==> src/rtl/ysyx_23060332_exu_mc_pkg.sv <==
// Shared definitions for the multi-cycle execute unit: FSM states, RV opcodes,
// func3 codes for loads/stores/branches, and byte size masks.
package ysyx_23060332_exu_mc_pkg;

  typedef enum logic [2:0] {StIdle, StExec, StMreq, StMwait, StDone} exu_state_e;

  localparam logic [6:0] OpLui    = 7'b0110111;
  localparam logic [6:0] OpAuipc  = 7'b0010111;
  localparam logic [6:0] OpJal    = 7'b1101111;
  localparam logic [6:0] OpJalr   = 7'b1100111;
  localparam logic [6:0] OpBranch = 7'b1100011;
  localparam logic [6:0] OpLoad   = 7'b0000011;
  localparam logic [6:0] OpStore  = 7'b0100011;
  localparam logic [6:0] OpImm    = 7'b0010011;
  localparam logic [6:0] OpReg    = 7'b0110011;

  localparam logic [2:0] F3AddSub = 3'b000;
  localparam logic [2:0] F3Sltu   = 3'b011;

  localparam logic [2:0] F3Beq  = 3'b000;
  localparam logic [2:0] F3Bne  = 3'b001;
  localparam logic [2:0] F3Blt  = 3'b100;
  localparam logic [2:0] F3Bge  = 3'b101;
  localparam logic [2:0] F3Bltu = 3'b110;
  localparam logic [2:0] F3Bgeu = 3'b111;

  localparam logic [2:0] F3Lb  = 3'b000;
  localparam logic [2:0] F3Lh  = 3'b001;
  localparam logic [2:0] F3Lw  = 3'b010;
  localparam logic [2:0] F3Ld  = 3'b011;
  localparam logic [2:0] F3Lbu = 3'b100;
  localparam logic [2:0] F3Lhu = 3'b101;
  localparam logic [2:0] F3Lwu = 3'b110;

  localparam logic [2:0] F3Sb = 3'b000;
  localparam logic [2:0] F3Sh = 3'b001;
  localparam logic [2:0] F3Sw = 3'b010;
  localparam logic [2:0] F3Sd = 3'b011;

  localparam logic [7:0] SizeMaskB = 8'h01;
  localparam logic [7:0] SizeMaskH = 8'h03;
  localparam logic [7:0] SizeMaskW = 8'h0F;
  localparam logic [7:0] SizeMaskD = 8'hFF;

  // Byte strobe pattern for an access size encoded as func3[1:0].
  function automatic logic [7:0] size_mask(input logic [1:0] size);
    logic [7:0] m;
    case (size)
      2'd0:    m = SizeMaskB;
      2'd1:    m = SizeMaskH;
      2'd2:    m = SizeMaskW;
      default: m = SizeMaskD;
    endcase
    return m;
  endfunction

  // Low address bits that must be zero for a naturally aligned access.
  function automatic logic [2:0] align_mask(input logic [1:0] size);
    logic [2:0] m;
    case (size)
      2'd0:    m = 3'b000;
      2'd1:    m = 3'b001;
      2'd2:    m = 3'b011;
      default: m = 3'b111;
    endcase
    return m;
  endfunction

  function automatic logic load_ok(input logic [2:0] f3, input logic rv64);
    logic ok;
    case (f3)
      F3Lb, F3Lh, F3Lw, F3Lbu, F3Lhu: ok = 1'b1;
      F3Ld, F3Lwu:                    ok = rv64;
      default:                        ok = 1'b0;
    endcase
    return ok;
  endfunction

  function automatic logic store_ok(input logic [2:0] f3, input logic rv64);
    logic ok;
    case (f3)
      F3Sb, F3Sh, F3Sw: ok = 1'b1;
      F3Sd:             ok = rv64;
      default:          ok = 1'b0;
    endcase
    return ok;
  endfunction

endpackage

==> src/rtl/ysyx_23060332_exu_mc_if.sv <==
// Handshake/bus bundle between IDU, EXU, memory and WBU/PC side.
// Optional macro YSYX_23060332_EXU_MISALIGN_EN adds the misalign flag.
interface ysyx_23060332_exu_mc_if #(
  parameter int unsigned XLEN       = 32,
  parameter int unsigned REG_ADDR_W = 5,
  parameter int unsigned INST_W     = 32
);
  logic                  in_valid;
  logic                  in_ready;
  logic [XLEN-1:0]       op1;
  logic [XLEN-1:0]       op2;
  logic [XLEN-1:0]       op1_jump;
  logic [XLEN-1:0]       op2_jump;
  logic [XLEN-1:0]       rs2_data;
  logic                  reg_wen_i;
  logic [REG_ADDR_W-1:0] waddr_i;
  logic [INST_W-1:0]     inst_i;

  logic                  mem_req_valid;
  logic                  mem_req_ready;
  logic                  mem_req_wen;
  logic [XLEN-1:0]       mem_req_addr;
  logic [XLEN-1:0]       mem_req_wdata;
  logic [XLEN/8-1:0]     mem_req_wmask;
  logic                  mem_rsp_valid;
  logic [XLEN-1:0]       mem_rsp_rdata;

  logic                  out_valid;
  logic                  out_ready;
  logic                  jump_en;
  logic [XLEN-1:0]       jump_addr;
  logic                  reg_wen_o;
  logic [REG_ADDR_W-1:0] waddr_o;
  logic [XLEN-1:0]       wdata;
`ifdef YSYX_23060332_EXU_MISALIGN_EN
  logic                  misalign;
`endif

  // EXU side
  modport master (
`ifdef YSYX_23060332_EXU_MISALIGN_EN
    output misalign,
`endif
    input  in_valid, op1, op2, op1_jump, op2_jump, rs2_data, reg_wen_i, waddr_i, inst_i,
    input  mem_req_ready, mem_rsp_valid, mem_rsp_rdata, out_ready,
    output in_ready, mem_req_valid, mem_req_wen, mem_req_addr, mem_req_wdata, mem_req_wmask,
    output out_valid, jump_en, jump_addr, reg_wen_o, waddr_o, wdata
  );

  // Environment side (IDU, memory, WBU)
  modport slave (
`ifdef YSYX_23060332_EXU_MISALIGN_EN
    input  misalign,
`endif
    output in_valid, op1, op2, op1_jump, op2_jump, rs2_data, reg_wen_i, waddr_i, inst_i,
    output mem_req_ready, mem_rsp_valid, mem_rsp_rdata, out_ready,
    input  in_ready, mem_req_valid, mem_req_wen, mem_req_addr, mem_req_wdata, mem_req_wmask,
    input  out_valid, jump_en, jump_addr, reg_wen_o, waddr_o, wdata
  );
endinterface

==> src/rtl/ysyx_23060332_lsu_align.sv <==
// Combinational lane alignment: store data/strobe shifting and load
// byte extraction with sign/zero extension.
module ysyx_23060332_lsu_align
  import ysyx_23060332_exu_mc_pkg::*;
#(
  parameter int unsigned XLEN  = 32,
  localparam int unsigned OffW  = $clog2(XLEN / 8),
  localparam int unsigned MaskW = XLEN / 8
) (
  input  logic [2:0]       func3_i,
  input  logic [OffW-1:0]  offset_i,
  input  logic [XLEN-1:0]  store_data_i,
  input  logic [XLEN-1:0]  load_rdata_i,
  output logic [XLEN-1:0]  store_data_o,
  output logic [MaskW-1:0] store_mask_o,
  output logic [XLEN-1:0]  load_data_o
);

  logic [MaskW-1:0] base_mask;
  logic [OffW+2:0]  bit_shift;
  logic [XLEN-1:0]  lane;

  // Store: shifting inside MaskW bits drops strobes that fall past the lane.
  always_comb begin
    bit_shift    = {offset_i, 3'b000};
    base_mask    = MaskW'(size_mask(func3_i[1:0]));
    store_mask_o = base_mask << offset_i;
    store_data_o = store_data_i << bit_shift;
  end

  // Load: bring the addressed byte to bit 0, then extend per func3.
  always_comb begin
    lane = load_rdata_i >> bit_shift;
    case (func3_i)
      F3Lb:    load_data_o = XLEN'($signed(lane[7:0]));
      F3Lh:    load_data_o = XLEN'($signed(lane[15:0]));
      F3Lw:    load_data_o = XLEN'($signed(lane[31:0]));
      F3Lbu:   load_data_o = XLEN'(lane[7:0]);
      F3Lhu:   load_data_o = XLEN'(lane[15:0]);
      F3Lwu:   load_data_o = XLEN'(lane[31:0]);
      default: load_data_o = lane;
    endcase
  end

endmodule

==> src/rtl/ysyx_23060332_exu_mc.sv <==
// Multi-cycle execute unit: IDLE -> EXEC -> (MREQ -> MWAIT ->) DONE.
// Optional macro YSYX_23060332_EXU_MISALIGN_EN traps misaligned loads/stores.
module ysyx_23060332_exu_mc
  import ysyx_23060332_exu_mc_pkg::*;
#(
  parameter int unsigned XLEN       = 32,
  parameter int unsigned REG_ADDR_W = 5,
  parameter int unsigned INST_W     = 32
) (
  input logic                    clk,
  input logic                    rst,
  ysyx_23060332_exu_mc_if.master bus
);

  localparam int unsigned OffW  = $clog2(XLEN / 8);
  localparam int unsigned MaskW = XLEN / 8;
  localparam logic        Rv64  = (XLEN == 64);

  exu_state_e            state_q;
  logic [XLEN-1:0]       op1_q, op2_q, op1j_q, op2j_q, rs2_q;
  logic                  wen_q;
  logic [REG_ADDR_W-1:0] waddr_q;
  logic [6:0]            opcode_q;
  logic [2:0]            f3_q;
  logic                  b30_q;

  logic                  in_ready_q, out_valid_q, jump_en_q, reg_wen_o_q;
  logic [XLEN-1:0]       jump_addr_q, wdata_q;
  logic [REG_ADDR_W-1:0] waddr_o_q;
  logic                  req_valid_q, req_wen_q;
  logic [XLEN-1:0]       req_addr_q, req_wdata_q;
  logic [MaskW-1:0]      req_wmask_q;
`ifdef YSYX_23060332_EXU_MISALIGN_EN
  logic                  misalign_q;
  logic                  ex_misalign;
`endif

  logic [XLEN-1:0]  sum, jsum, ex_wdata, ex_jump_addr;
  logic             ex_wen, ex_jump_en, ex_mem, ex_store, taken, br_ok;
  logic [OffW-1:0]  lsu_off;
  logic [XLEN-1:0]  st_wdata, ld_data;
  logic [MaskW-1:0] st_wmask;

  // Offset comes from the fresh sum in EXEC and the held request address later.
  assign lsu_off = (state_q == StExec) ? sum[OffW-1:0] : req_addr_q[OffW-1:0];

  ysyx_23060332_lsu_align #(
    .XLEN (XLEN)
  ) u_lsu_align (
    .func3_i      (f3_q),
    .offset_i     (lsu_off),
    .store_data_i (rs2_q),
    .load_rdata_i (bus.mem_rsp_rdata),
    .store_data_o (st_wdata),
    .store_mask_o (st_wmask),
    .load_data_o  (ld_data)
  );

  // Branch condition from the latched operands.
  always_comb begin
    br_ok = 1'b1;
    case (f3_q)
      F3Beq:   taken = (op1_q == op2_q);
      F3Bne:   taken = (op1_q != op2_q);
      F3Blt:   taken = ($signed(op1_q) < $signed(op2_q));
      F3Bge:   taken = ($signed(op1_q) >= $signed(op2_q));
      F3Bltu:  taken = (op1_q < op2_q);
      F3Bgeu:  taken = (op1_q >= op2_q);
      default: begin
        taken = 1'b0;
        br_ok = 1'b0;
      end
    endcase
  end

  // EXEC decode; defaults describe an unknown instruction.
  always_comb begin
    sum          = op1_q + op2_q;
    jsum         = op1j_q + op2j_q;
    ex_wdata     = '0;
    ex_wen       = wen_q;
    ex_jump_en   = 1'b0;
    ex_jump_addr = '0;
    ex_mem       = 1'b0;
    ex_store     = 1'b0;
`ifdef YSYX_23060332_EXU_MISALIGN_EN
    ex_misalign  = 1'b0;
`endif
    case (opcode_q)
      OpLui, OpAuipc: ex_wdata = sum;
      OpImm: begin
        if (f3_q == F3AddSub)    ex_wdata = sum;
        else if (f3_q == F3Sltu) ex_wdata = XLEN'(op1_q < op2_q);
      end
      OpReg: begin
        if (f3_q == F3AddSub) ex_wdata = b30_q ? (op1_q - op2_q) : sum;
      end
      OpJal, OpJalr: begin
        ex_wdata     = sum;
        ex_wen       = 1'b1;
        ex_jump_en   = 1'b1;
        ex_jump_addr = (opcode_q == OpJalr) ? {jsum[XLEN-1:1], 1'b0} : jsum;
      end
      OpBranch: begin
        if (br_ok) begin
          ex_wen       = 1'b0;
          ex_jump_en   = taken;
          ex_jump_addr = taken ? jsum : '0;
        end
      end
      OpLoad, OpStore: begin
        ex_store = (opcode_q == OpStore);
        if (ex_store ? store_ok(f3_q, Rv64) : load_ok(f3_q, Rv64)) begin
`ifdef YSYX_23060332_EXU_MISALIGN_EN
          if (|(sum[2:0] & align_mask(f3_q[1:0]))) begin
            ex_misalign = 1'b1;
            ex_wen      = 1'b0;
          end else begin
            ex_mem = 1'b1;
          end
`else
          ex_mem = 1'b1;
`endif
        end
      end
      default: ;
    endcase
  end

  // Control FSM with registered outputs.
  always_ff @(posedge clk or posedge rst) begin
    if (rst) begin
      state_q     <= StIdle;
      op1_q       <= '0;
      op2_q       <= '0;
      op1j_q      <= '0;
      op2j_q      <= '0;
      rs2_q       <= '0;
      wen_q       <= 1'b0;
      waddr_q     <= '0;
      opcode_q    <= '0;
      f3_q        <= '0;
      b30_q       <= 1'b0;
      in_ready_q  <= 1'b1;
      out_valid_q <= 1'b0;
      jump_en_q   <= 1'b0;
      jump_addr_q <= '0;
      reg_wen_o_q <= 1'b0;
      waddr_o_q   <= '0;
      wdata_q     <= '0;
      req_valid_q <= 1'b0;
      req_wen_q   <= 1'b0;
      req_addr_q  <= '0;
      req_wdata_q <= '0;
      req_wmask_q <= '0;
`ifdef YSYX_23060332_EXU_MISALIGN_EN
      misalign_q  <= 1'b0;
`endif
    end else begin
      case (state_q)
        StIdle: begin
          if (bus.in_valid && in_ready_q) begin
            op1_q      <= bus.op1;
            op2_q      <= bus.op2;
            op1j_q     <= bus.op1_jump;
            op2j_q     <= bus.op2_jump;
            rs2_q      <= bus.rs2_data;
            wen_q      <= bus.reg_wen_i;
            waddr_q    <= bus.waddr_i;
            opcode_q   <= bus.inst_i[6:0];
            f3_q       <= bus.inst_i[14:12];
            b30_q      <= bus.inst_i[30];
            in_ready_q <= 1'b0;
            state_q    <= StExec;
          end
        end
        StExec: begin
          if (ex_mem) begin
            req_valid_q <= 1'b1;
            req_wen_q   <= ex_store;
            req_addr_q  <= sum;
            req_wdata_q <= ex_store ? st_wdata : '0;
            req_wmask_q <= ex_store ? st_wmask : '0;
            state_q     <= StMreq;
          end else begin
            wdata_q     <= ex_wdata;
            reg_wen_o_q <= ex_wen;
            jump_en_q   <= ex_jump_en;
            jump_addr_q <= ex_jump_addr;
            waddr_o_q   <= waddr_q;
            out_valid_q <= 1'b1;
`ifdef YSYX_23060332_EXU_MISALIGN_EN
            misalign_q  <= ex_misalign;
`endif
            state_q     <= StDone;
          end
        end
        StMreq: begin
          if (bus.mem_req_ready) begin
            req_valid_q <= 1'b0;
            state_q     <= StMwait;
          end
        end
        StMwait: begin
          if (bus.mem_rsp_valid) begin
            wdata_q     <= req_wen_q ? '0 : ld_data;
            reg_wen_o_q <= req_wen_q ? 1'b0 : wen_q;
            jump_en_q   <= 1'b0;
            jump_addr_q <= '0;
            waddr_o_q   <= waddr_q;
            out_valid_q <= 1'b1;
            state_q     <= StDone;
          end
        end
        StDone: begin
          if (bus.out_ready) begin
            out_valid_q <= 1'b0;
            jump_en_q   <= 1'b0;
`ifdef YSYX_23060332_EXU_MISALIGN_EN
            misalign_q  <= 1'b0;
`endif
            in_ready_q  <= 1'b1;
            state_q     <= StIdle;
          end
        end
        default: state_q <= StIdle;
      endcase
    end
  end

  assign bus.in_ready      = in_ready_q;
  assign bus.mem_req_valid = req_valid_q;
  assign bus.mem_req_wen   = req_wen_q;
  assign bus.mem_req_addr  = req_addr_q;
  assign bus.mem_req_wdata = req_wdata_q;
  assign bus.mem_req_wmask = req_wmask_q;
  assign bus.out_valid     = out_valid_q;
  assign bus.jump_en       = jump_en_q;
  assign bus.jump_addr     = jump_addr_q;
  assign bus.reg_wen_o     = reg_wen_o_q;
  assign bus.waddr_o       = waddr_o_q;
  assign bus.wdata         = wdata_q;
`ifdef YSYX_23060332_EXU_MISALIGN_EN
  assign bus.misalign      = misalign_q;
`endif

endmodule

==> src/flat_wrapper.sv <==
// flat-port wrapper written by rule: the top's interface ports become plain ports
module ysyx_23060332_exu_mc_flat import ysyx_23060332_exu_mc_pkg::*;
#(
  parameter int unsigned XLEN       = 32,
  parameter int unsigned REG_ADDR_W = 5,
  parameter int unsigned INST_W     = 32
)
  (clk, rst, bus_in_valid, bus_op1, bus_op2, bus_op1_jump, bus_op2_jump, bus_rs2_data, bus_reg_wen_i, bus_waddr_i, bus_inst_i, bus_mem_req_ready, bus_mem_rsp_valid, bus_mem_rsp_rdata, bus_out_ready, bus_in_ready, bus_mem_req_valid, bus_mem_req_wen, bus_mem_req_addr, bus_mem_req_wdata, bus_mem_req_wmask, bus_out_valid, bus_jump_en, bus_jump_addr, bus_reg_wen_o, bus_waddr_o, bus_wdata);
  ysyx_23060332_exu_mc_if #(.XLEN(XLEN), .REG_ADDR_W(REG_ADDR_W), .INST_W(INST_W)) bus_i ();
  input logic clk;
  input logic rst;
  input wire logic [$bits(bus_i.in_valid)-1:0] bus_in_valid;
  input wire logic [$bits(bus_i.op1)-1:0] bus_op1;
  input wire logic [$bits(bus_i.op2)-1:0] bus_op2;
  input wire logic [$bits(bus_i.op1_jump)-1:0] bus_op1_jump;
  input wire logic [$bits(bus_i.op2_jump)-1:0] bus_op2_jump;
  input wire logic [$bits(bus_i.rs2_data)-1:0] bus_rs2_data;
  input wire logic [$bits(bus_i.reg_wen_i)-1:0] bus_reg_wen_i;
  input wire logic [$bits(bus_i.waddr_i)-1:0] bus_waddr_i;
  input wire logic [$bits(bus_i.inst_i)-1:0] bus_inst_i;
  input wire logic [$bits(bus_i.mem_req_ready)-1:0] bus_mem_req_ready;
  input wire logic [$bits(bus_i.mem_rsp_valid)-1:0] bus_mem_rsp_valid;
  input wire logic [$bits(bus_i.mem_rsp_rdata)-1:0] bus_mem_rsp_rdata;
  input wire logic [$bits(bus_i.out_ready)-1:0] bus_out_ready;
  output wire logic [$bits(bus_i.in_ready)-1:0] bus_in_ready;
  output wire logic [$bits(bus_i.mem_req_valid)-1:0] bus_mem_req_valid;
  output wire logic [$bits(bus_i.mem_req_wen)-1:0] bus_mem_req_wen;
  output wire logic [$bits(bus_i.mem_req_addr)-1:0] bus_mem_req_addr;
  output wire logic [$bits(bus_i.mem_req_wdata)-1:0] bus_mem_req_wdata;
  output wire logic [$bits(bus_i.mem_req_wmask)-1:0] bus_mem_req_wmask;
  output wire logic [$bits(bus_i.out_valid)-1:0] bus_out_valid;
  output wire logic [$bits(bus_i.jump_en)-1:0] bus_jump_en;
  output wire logic [$bits(bus_i.jump_addr)-1:0] bus_jump_addr;
  output wire logic [$bits(bus_i.reg_wen_o)-1:0] bus_reg_wen_o;
  output wire logic [$bits(bus_i.waddr_o)-1:0] bus_waddr_o;
  output wire logic [$bits(bus_i.wdata)-1:0] bus_wdata;
  assign bus_i.in_valid = bus_in_valid;
  assign bus_i.op1 = bus_op1;
  assign bus_i.op2 = bus_op2;
  assign bus_i.op1_jump = bus_op1_jump;
  assign bus_i.op2_jump = bus_op2_jump;
  assign bus_i.rs2_data = bus_rs2_data;
  assign bus_i.reg_wen_i = bus_reg_wen_i;
  assign bus_i.waddr_i = bus_waddr_i;
  assign bus_i.inst_i = bus_inst_i;
  assign bus_i.mem_req_ready = bus_mem_req_ready;
  assign bus_i.mem_rsp_valid = bus_mem_rsp_valid;
  assign bus_i.mem_rsp_rdata = bus_mem_rsp_rdata;
  assign bus_i.out_ready = bus_out_ready;
  assign bus_in_ready = bus_i.in_ready;
  assign bus_mem_req_valid = bus_i.mem_req_valid;
  assign bus_mem_req_wen = bus_i.mem_req_wen;
  assign bus_mem_req_addr = bus_i.mem_req_addr;
  assign bus_mem_req_wdata = bus_i.mem_req_wdata;
  assign bus_mem_req_wmask = bus_i.mem_req_wmask;
  assign bus_out_valid = bus_i.out_valid;
  assign bus_jump_en = bus_i.jump_en;
  assign bus_jump_addr = bus_i.jump_addr;
  assign bus_reg_wen_o = bus_i.reg_wen_o;
  assign bus_waddr_o = bus_i.waddr_o;
  assign bus_wdata = bus_i.wdata;
  ysyx_23060332_exu_mc #(.XLEN(XLEN), .REG_ADDR_W(REG_ADDR_W), .INST_W(INST_W)) u_core (.clk(clk), .rst(rst), .bus(bus_i));
endmodule
==> config.mk <==
export PLATFORM = sky130hd
export DESIGN_NAME = ysyx_23060332_exu_mc_flat
export DESIGN_NICKNAME = d
export VERILOG_FILES = /design/src/rtl/ysyx_23060332_exu_mc_pkg.sv /design/src/rtl/ysyx_23060332_exu_mc_if.sv /design/src/rtl/ysyx_23060332_lsu_align.sv /design/src/rtl/ysyx_23060332_exu_mc.sv /design/src/flat_wrapper.sv
export SDC_FILE = /design/constraint.sdc
export NUM_CORES = 1
export LEC_CHECK = 0
export ABC_AREA = 1
export BUFFER_PORTS_ARGS = -buffer_cell sky130_fd_sc_hd__clkbuf_2
export CAP_MARGIN = 5
export CORE_MARGIN = 3
export CORE_UTILIZATION = 43
export DETAILED_ROUTE_END_ITERATION = 10
export PLACE_DENSITY_LB_ADDON = 0.08
export RECOVER_POWER = 100
export SKIP_CTS_REPAIR_TIMING = 1
export SLEW_MARGIN = 40
export SYNTH_ARGS = -nofsm -noshare
export SYNTH_HDL_FRONTEND = slang
export SYNTH_SLANG_ARGS = --single-unit
==> constraint.sdc <==
create_clock -name clk -period 13.8 [get_ports clk]
set_input_delay 1.38 -clock clk [delete_from_list [all_inputs] [get_ports clk]]
set_output_delay 1.38 -clock clk [all_outputs]
set_load 0.01 [all_outputs]
==> results of run 1 <==
==> tightest hold or removal path, delay by kind of cell, from the launching register on <==
| family | cells | cell delay (ps) |
|---|---|---|
| DFF | 1 | 340 |
| and+or+nand+nor | 2 | 110 |
==> Yosys cell counts (19+ instances only) <==
cell type / n / area share [%]
sky130_fd_sc_hd__a21oi_1: 206 / 5.0
sky130_fd_sc_hd__nand4_1: 20 / 0.61
sky130_fd_sc_hd__ha_1: 94 / 5.8
sky130_fd_sc_hd__mux2_2: 115 / 6.3
sky130_fd_sc_hd__nand3_2: 35 / 1.7
sky130_fd_sc_hd__nand3_1: 102 / 2.5
sky130_fd_sc_hd__clkbuf_1: 39 / 0.72
sky130_fd_sc_hd__nand2_2: 19 / 0.58
sky130_fd_sc_hd__inv_1: 240 / 4.4
sky130_fd_sc_hd__nand2_1: 702 / 13
sky130_fd_sc_hd__buf_2: 37 / 0.91
sky130_fd_sc_hd__dfrtp_1: 322 / 39
sky130_fd_sc_hd__nor3_1: 19 / 0.46
sky130_fd_sc_hd__o21ai_0: 176 / 4.3
sky130_fd_sc_hd__nor2_1: 217 / 4.0
sky130_fd_sc_hd__xor2_1: 53 / 2.3
==> cells in the final DEF (no fill, tap or decap), drive strengths merged, types with 14 or more instances in the layout <==
cell type and count:
nand2 726, clkbuf 421, dfrtp 322, inv 248
nor2 231, a21oi 211, o21ai 186, nand3 137
mux2 115, ha 94, xor2 53, nand4 21
nor3 19, or2 17, a21boi 14
==> routing by layer <==
metal  global-route usage, %  up-vias  part of all wire [%]
li1                        -     9157                     -
met5                       0        -                 0.018
met3                   6.657      100                   8.4
met2                   42.55      634                    44
met1                   40.80     9124                    46
met4                   6.872        2                   2.4
==> through the flow <==
step	instances	power [W]	utilization (%)	hold slack [ps]	instance area, sq um
2_1_floorplan	2606	0.004282	-	478.1	20450
3_3_place_gp	3479	0.005428	48.35	456.4	22610
3_5_place_dp	3483	0.005464	48.58	458.8	22710
4_1_cts	3553	0.006529	51.29	473.9	23980
5_1_grt	3554	0.007069	50.59	499.5	23650
6_report	3557	0.006526	50.60	471.8	23660
==> worst paths after layout <==
kind	cells past startpoint	slack, ps	end
worst max-delay path	5	6060	u_core.op1_q[20]
worst min-delay path	2	470	u_core.bus.mem_req_addr[6]
worst max register to register	5	6340	u_core.op1_q[20]
worst min register to register	2	470	u_core.bus.mem_req_addr[6]
max in group asynchronous	2	8630	u_core.op1_q[20]
min in group asynchronous	2	2530	u_core.bus.waddr_o[0]
==> registers in the layout, summed over array words and instances (netlist names), 7 cells and up <==
register                  cells
u_core.bus.mem_req_wdata     32
u_core.op2j_q                32
u_core.opcode_q               7
u_core.op2_q                 32
u_core.op1_q                 32
u_core.bus.wdata             32
u_core.rs2_q                 32
u_core.op1j_q                32
u_core.bus.jump_addr         32
u_core.bus.mem_req_addr      32
==> area by class of cell <==
| type | instances | share of cell area [%] |
|---|---|---|
| Clock inverter | 12 | 0.6663 |
| Clock buffer | 58 | 4.680 |
| Multi-Input combinational cell | 1929 | 45.85 |
| Antenna cell | 3 | 0.03173 |
| Inverter | 252 | 4.003 |
| Timing Repair Buffer | 373 | 7.388 |
| Tap cell | 607 | 3.210 |
| Sequential cell | 323 | 34.17 |
==> cell families (layout without fill, tap and decap cells) <==
logic type	count (synthesis)	in the layout	share of synthesized area, %
fa+ha+maj	97	97	6.045
flops	323	323	39.53
other cells	0	3	0
xor+xnor	62	62	2.655
compound gates	489	489	13.37
simple gates	1165	1165	24.82
mux	116	116	6.381
buf+inv	354	695	7.201
==> power groups by stage <==
stage	clock network (W)	logic (W)	registers [W]
after floorplan	0	0.00280	0.00148
after global placement	0	0.00391	0.00151
after detailed placement	0	0.00394	0.00153
after CTS	0.00105	0.00396	0.00152
after global routing	0.00109	0.00442	0.00156
final	0.00102	0.00398	0.00152
==> reports/results.txt, run 1 <==
Power dissipated by switching net loads: 0.003333 W. The aggregate global routing overflow is 0, and the initial standard-cell utilization of the core is 43.74%. The clock network power share is 15.7%. The mean number of vias per cell was 5.346. The worst hold path begins at u_core.bus.mem_req_addr[6]. After synthesis, the share of flip-flops with an asynchronous set or reset is 100.0%. The cell leakage power came out at 11.95 nW.

The distinct cell type count of the synthesized netlist is 64. The run finished, with violations left. Sequential elements use 39.53% of the synthesized area.

Across the VDD grid, the largest voltage drop is 0.0001230 V. The tightest slew margin relative to the limit is -280.9%, and the final-report setup violation count is 0. The critical path is of the in2reg type. The residual DRC count was 0.

The die covers 50210 sq um. The pin count of the biggest net entering global routing is 169, and the number of buffer cells added on primary ports is 357. Global routing used 28.13% of the available tracks. Net switching is 51.06% of the power.

At the worst endpoint, the arrival time is 8220 ps. The worst path uses 56.09% of the clock period. The run gives 0.003194 W as the cell-internal power. Largest incremental delay on the critical path: 3760 ps.

The total power density per cell area was 275.8 nW/um^2; the average detailed-routed wire length per instance was 20.17 microns. The floorplan step set the die height to 224.1 microns. The area used by sequential logic in the layout was 8084 sq um.

On the final layout, the worst clock skew is 19.41 ps. For the final total negative setup slack, the log shows 0 ps. The clock reaches the later pin of the worst-skew pair after 570 ps.

In the final design database the tool counted 3250 nets. The cell that appears most often on the critical path is sky130_fd_sc_hd__clkbuf_1. Summed over all layers, the routed wires come to 71740 microns.

379 I/O pins were placed. TritonCTS built the clock tree. Relative to the synthesized area, the layout overhead comes to 15.69%. The run gives 0 as the final-report hold violation count. From left edge to right edge, the die measures 224.1 microns.

In the final layout, the share of cells above drive strength 1 is 16.25%. The tree built by TritonCTS fans out to 323 sinks. The path class of the tightest hold or removal check is reg2reg. The worst setup slack after placement is 10170 ps. Across all layers, the routed design uses 19.02k vias. The number of global-route vias before repair came out at 18.57k.

Among cell families on the critical path, the largest total delay comes from buffers and inverters. The count of flip-flops with a built-in enable after synthesis came out at 0. The combined buffer and inverter count along the critical path was 3; the clock-pin transition on the worst setup and hold timing paths was 60 ps. The critical path startpoint category was an input pin. The number of H-tree branching levels came out at 2. The tools report the launch point of the worst path as bus_in_valid. CTS placed an instance of sky130_fd_sc_hd__clkbuf_16 at the clock tree root. STA classifies the critical path endpoint as a flop. Beginning of the worst register-to-register path: u_core.state_q[1]. Subtracting the final worst setup slack from the clock period gives 7740 ps.

Across the run, the number of max-cap violations was 6. For the pin with the worst max-slew slack, the measured transition is 5714 ps. In this run the worst path has a maximum fanout of 109. The multi-input combinational cells in the finished layout cover a total of 10850 sq um.

The HPWL reported at the end of detailed placement is 55510 microns, and the iteration count of the initial detailed-routing pass is 9. The run gives 4719 as the fill cell instance count of the final layout. The clock passes through at most 3 buffers. The synthesized netlist occupies a cell area of 20450 sq um. The tools report the number of antenna violations at the first check in global routing as 2. The cell with the largest stage delay on the worst path is sky130_fd_sc_hd__clkbuf_1. The region available for standard cell placement spans 46750 sq um. The final reports fail on capacitance limit, slew limit. The required time of the critical path is 14280 ps. The violation count after the first detailed-routing iteration came out at 1604. The number of nets handed over by synthesis was 2939. Among all flip-flop cells after synthesis, the most frequent one is sky130_fd_sc_hd__dfrtp_1. Routability-driven placement finished with a final weighted congestion of 0.9748. The tools report the residual antenna-violating net count after detailed routing as 0. The proportion of power drawn by combinational gates was 61.0%. For the worst setup slack after layout, the log shows 6060 ps.

In this run, synthesis produced a sequential element count of 323. The logs give 79 for the standard-cell row count and 38 for the number of buffers created by CTS. Setup repair after global routing left no endpoint under its margin. The first global-routing pass estimated 109500 microns of wire. During synthesis, Yosys emitted a total of 0 warnings.

For this run, the top clock speed supported by timing is 129.2 MHz. For the number of standard cells after synthesis, the log shows 2606. In this run the mean area of a mapped cell was 7.848 sq um. The tools report the final count of pins violating max slew as 478.

Sequential group share of total power: 23.3%. The signal on the critical path passes through clkbuf_2 -> nand4_1 -> clkbuf_1 -> clkbuf_1 -> mux2_2.
No activity file was read; power rests on OpenSTA's default activity.
==> inputs of run 2 (changes only) <==
==> constraint.sdc (replaced) <==
create_clock -name clk -period 8.1 [get_ports clk]
set_input_delay 0.81 -clock clk [delete_from_list [all_inputs] [get_ports clk]]
set_output_delay 0.81 -clock clk [all_outputs]
set_load 0.01 [all_outputs]
==> run 2 against run 1 <==
Critical path depth is 8 higher. Register-to-register slack lost 3800 ps. Clock-buffer cell count shrank 2. Sequential power up 72%. Clock power up 80%. Wire length decreased by 1.3%. Critical path type is now reg2reg. Combinational power grew 69%. The flow still finishes with violations (capacitance limit, slew limit). Clock skew increased by 9.4 ps.
==> reports/results.txt, run 2 (same netlist as run 1, synthesis figures left out) <==
TritonCTS built the clock tree. The post-route minimum period is 5520 ps, and the clock-pin transition on the worst setup and hold timing paths is 60 ps (about the same). The via count is 19.13k (+0.61%), and the average detailed-routed wire length per instance is 19.89 microns (-1.4%). The run gives 79 (unchanged) as the standard-cell row count. Clock tree synthesis selected as its root buffer the cell sky130_fd_sc_hd__clkbuf_16.

The aggregate global routing overflow came out at 0 (unchanged). The tools report the total number of clock tree sinks as 323 (unchanged). The share of cells above drive strength 1 works out to 16.63% (+0.38 points). The iteration count of the initial detailed-routing pass was 8 (-1). The run gives 43.74% (unchanged) as the initial standard-cell utilization of the core. The critical-path maximum fanout works out to 55 (-50%). Most common cell after layout, fill and taps aside: sky130_fd_sc_hd__nand2_1.

The final-report setup violation count was 0 (unchanged); the buffer depth of the longest clock path was 3 (unchanged). The number of buffer cells added on primary ports works out to 357 (unchanged). The worst voltage drop across the vdd grid was 0.0002100 V (+71%); the mean number of vias per cell was 5.376 (+0.55%). The global-route layer with the greatest usage is met2.

The total number of nets in the final design is 3250 (unchanged). The tightest slew margin relative to the limit came out at -159.8% (+120 points). The slew of the pin with the lowest slew margin is 3897 ps (-1817 ps), and the final count of pins violating max slew is 407 (-15%). The worst setup path is launched from a flop. The setup skew after layout came out at 28.82 ps (+9.411 ps). The total power draw is 0.01116 W (+71%), and the residual antenna-violating net count after detailed routing is 0 (unchanged). The aggregate global-route resource usage is 27.72% (-0.41 points). Walking the worst path, the cells encountered are ha_1 -> fa_1 -> inv_1 -> nand2_1 -> nand2_1 -> inv_1 -> nand2_1 -> nand3_1 -> nand3_1 -> nand2_1 -> inv_1 -> a21oi_1 -> a21boi_0. The cell repeated most along the worst path was sky130_fd_sc_hd__nand2_1. The post-placement cell area is 22670 sq um (-0.20%), and the fraction of the cycle the final worst path needs is 68.15%.

The class of the tightest hold or removal check is in2reg. Met3 global-route usage: 6.867% (+0.21 points). The top cell types in the final layout, fill and taps aside, are sky130_fd_sc_hd__nand2_1, sky130_fd_sc_hd__dfrtp_1, sky130_fd_sc_hd__inv_1, sky130_fd_sc_hd__nor2_1, sky130_fd_sc_hd__clkbuf_2. The final-report hold violation count came out at 0 (unchanged). The count of pins on the block boundary was 379 (unchanged).

The cell with the largest stage delay on the worst path is sky130_fd_sc_hd__nand2_1. The flow ran to the end, but the final reports show violations. Number of antenna violations at the first check in global routing: 5 (+3). The last weighted congestion value of the routability-driven placer came out at 0.9635 (-1.2%). The number of H-tree branching levels came out at 2 (unchanged).

The logs give 1653 (+3.1%) for the violation count after the first detailed-routing iteration and 570 ps (about the same) for the later-pin clock latency in the skew report. The logs give 124 (-27%) for the pin count of the biggest net entering global routing and 8 (+2) for the total of max-cap violations. The signal arrival time at the worst endpoint was 5980 ps (-2240 ps); the relative area change from synthesis to final layout was 16.29%. The y dimension of the die works out to 224.1 microns (unchanged). The fraction of met1 tracks used by global routing was 39.10% (-1.7 points); the width of the chip was 224.1 microns (unchanged). The logs give 70790 microns (-1.3%) for the total routed wirelength and 0 ps (unchanged) for the final total negative setup slack. The total power density per cell area came out at 469.2 nW/um^2 (+70%). For the fraction of met2 tracks used by global routing, the log shows 41.75% (-0.79 points). The core outline area was 46750 sq um (unchanged). The critical path is of the reg2reg type. Setup repair after global routing left no endpoint under its margin.

Largest incremental delay on the critical path: 1320 ps (-2440 ps). The HPWL reported at the end of detailed placement was 54520 microns (-1.8%). The required time of the critical path was 8560 ps (-5720 ps).

The placed cell count came out at 3484 (+0.029%). The run gives 50210 sq um (unchanged) as the area of the die. The number of global-route vias before repair was 18.81k (+1.3%); the cell leakage power was 12.00 nW (+0.40%). The logs give 0 (unchanged) for the residual DRC count and 3559 (+0.056%) for the non-filler instance count after layout. The upper clock frequency limit is 181.1 MHz, and the final standard cell area without fillers is 23780 sq um (+0.52%). The run gives 108600 microns (-0.82%) as the global-route wire length before repair. STA classifies the critical path endpoint as a flop. For the number of buffers created by CTS, the log shows 38 (unchanged). The final reports fail on capacitance limit, slew limit.
==> run 2: final timing paths <==
path	startpoint	end	slack [ps]	depth (start not counted)
setup reg to reg	u_core.op2_q[0]	u_core.bus.wdata[27]	2580	13
setup / recovery	u_core.op2_q[0]	u_core.bus.wdata[27]	2580	13
hold / removal	bus_op1_jump[28]	u_core.op1j_q[28]	470	2
hold reg to reg	u_core.bus.mem_req_addr[13]	u_core.bus.mem_req_addr[13]	470	2
max in group asynchronous	rst	u_core.op2_q[27]	3500	3
min in group asynchronous	rst	u_core.rs2_q[18]	570	2
==> run 2: final cells by class <==
cell class,count,area (sq um)
Inverter,252,947.2
Timing Repair Buffer,373,1749
Multi-Input combinational cell,1929,10880
Tap cell,607,759.5
Clock buffer,56,1130
Fill cell,4759,22970
Clock inverter,13,216.5
Antenna cell,6,15.01
Sequential cell,323,8085
==> run 2: through the flow <==
| step | hold slack (ps) | util (%) | setup WS (ps) |
|---|---|---|---|
| after floorplan | 478.1 | - | 2982 |
| after global placement | 457.1 | 48.38 | 4540 |
| after detailed placement | 462.6 | 48.48 | 4508 |
| after CTS | 346.1 | 51.36 | 4463 |
| after global routing | 446.0 | 50.86 | 2060 |
| final | 472.0 | 50.87 | 2580 |
==> run 2: power by group <==
group          switching [W]  internal [W]
Clock               0.000710       0.00113
Sequential          0.000424       0.00218
Combinational        0.00452       0.00219
==> run 2: worst max-delay path, delay by kind of cell, from the launching register on <==
family	cells	cell delay [ps]
flip-flops	1	400
buffers and inverters	3	1670
adder cells (fa/ha/maj)	2	700
AO/OA/AOI/OAI	2	400
AND/OR/NAND/NOR	6	2240
==> run 2: layer usage <==
layer | up-vias | wire length, microns
met3 | 116 | 6173
met1 | 9126 | 32290
met4 | 0 | 2195
met2 | 728 | 30130
met5 | - | 0
li1 | 9163 | -
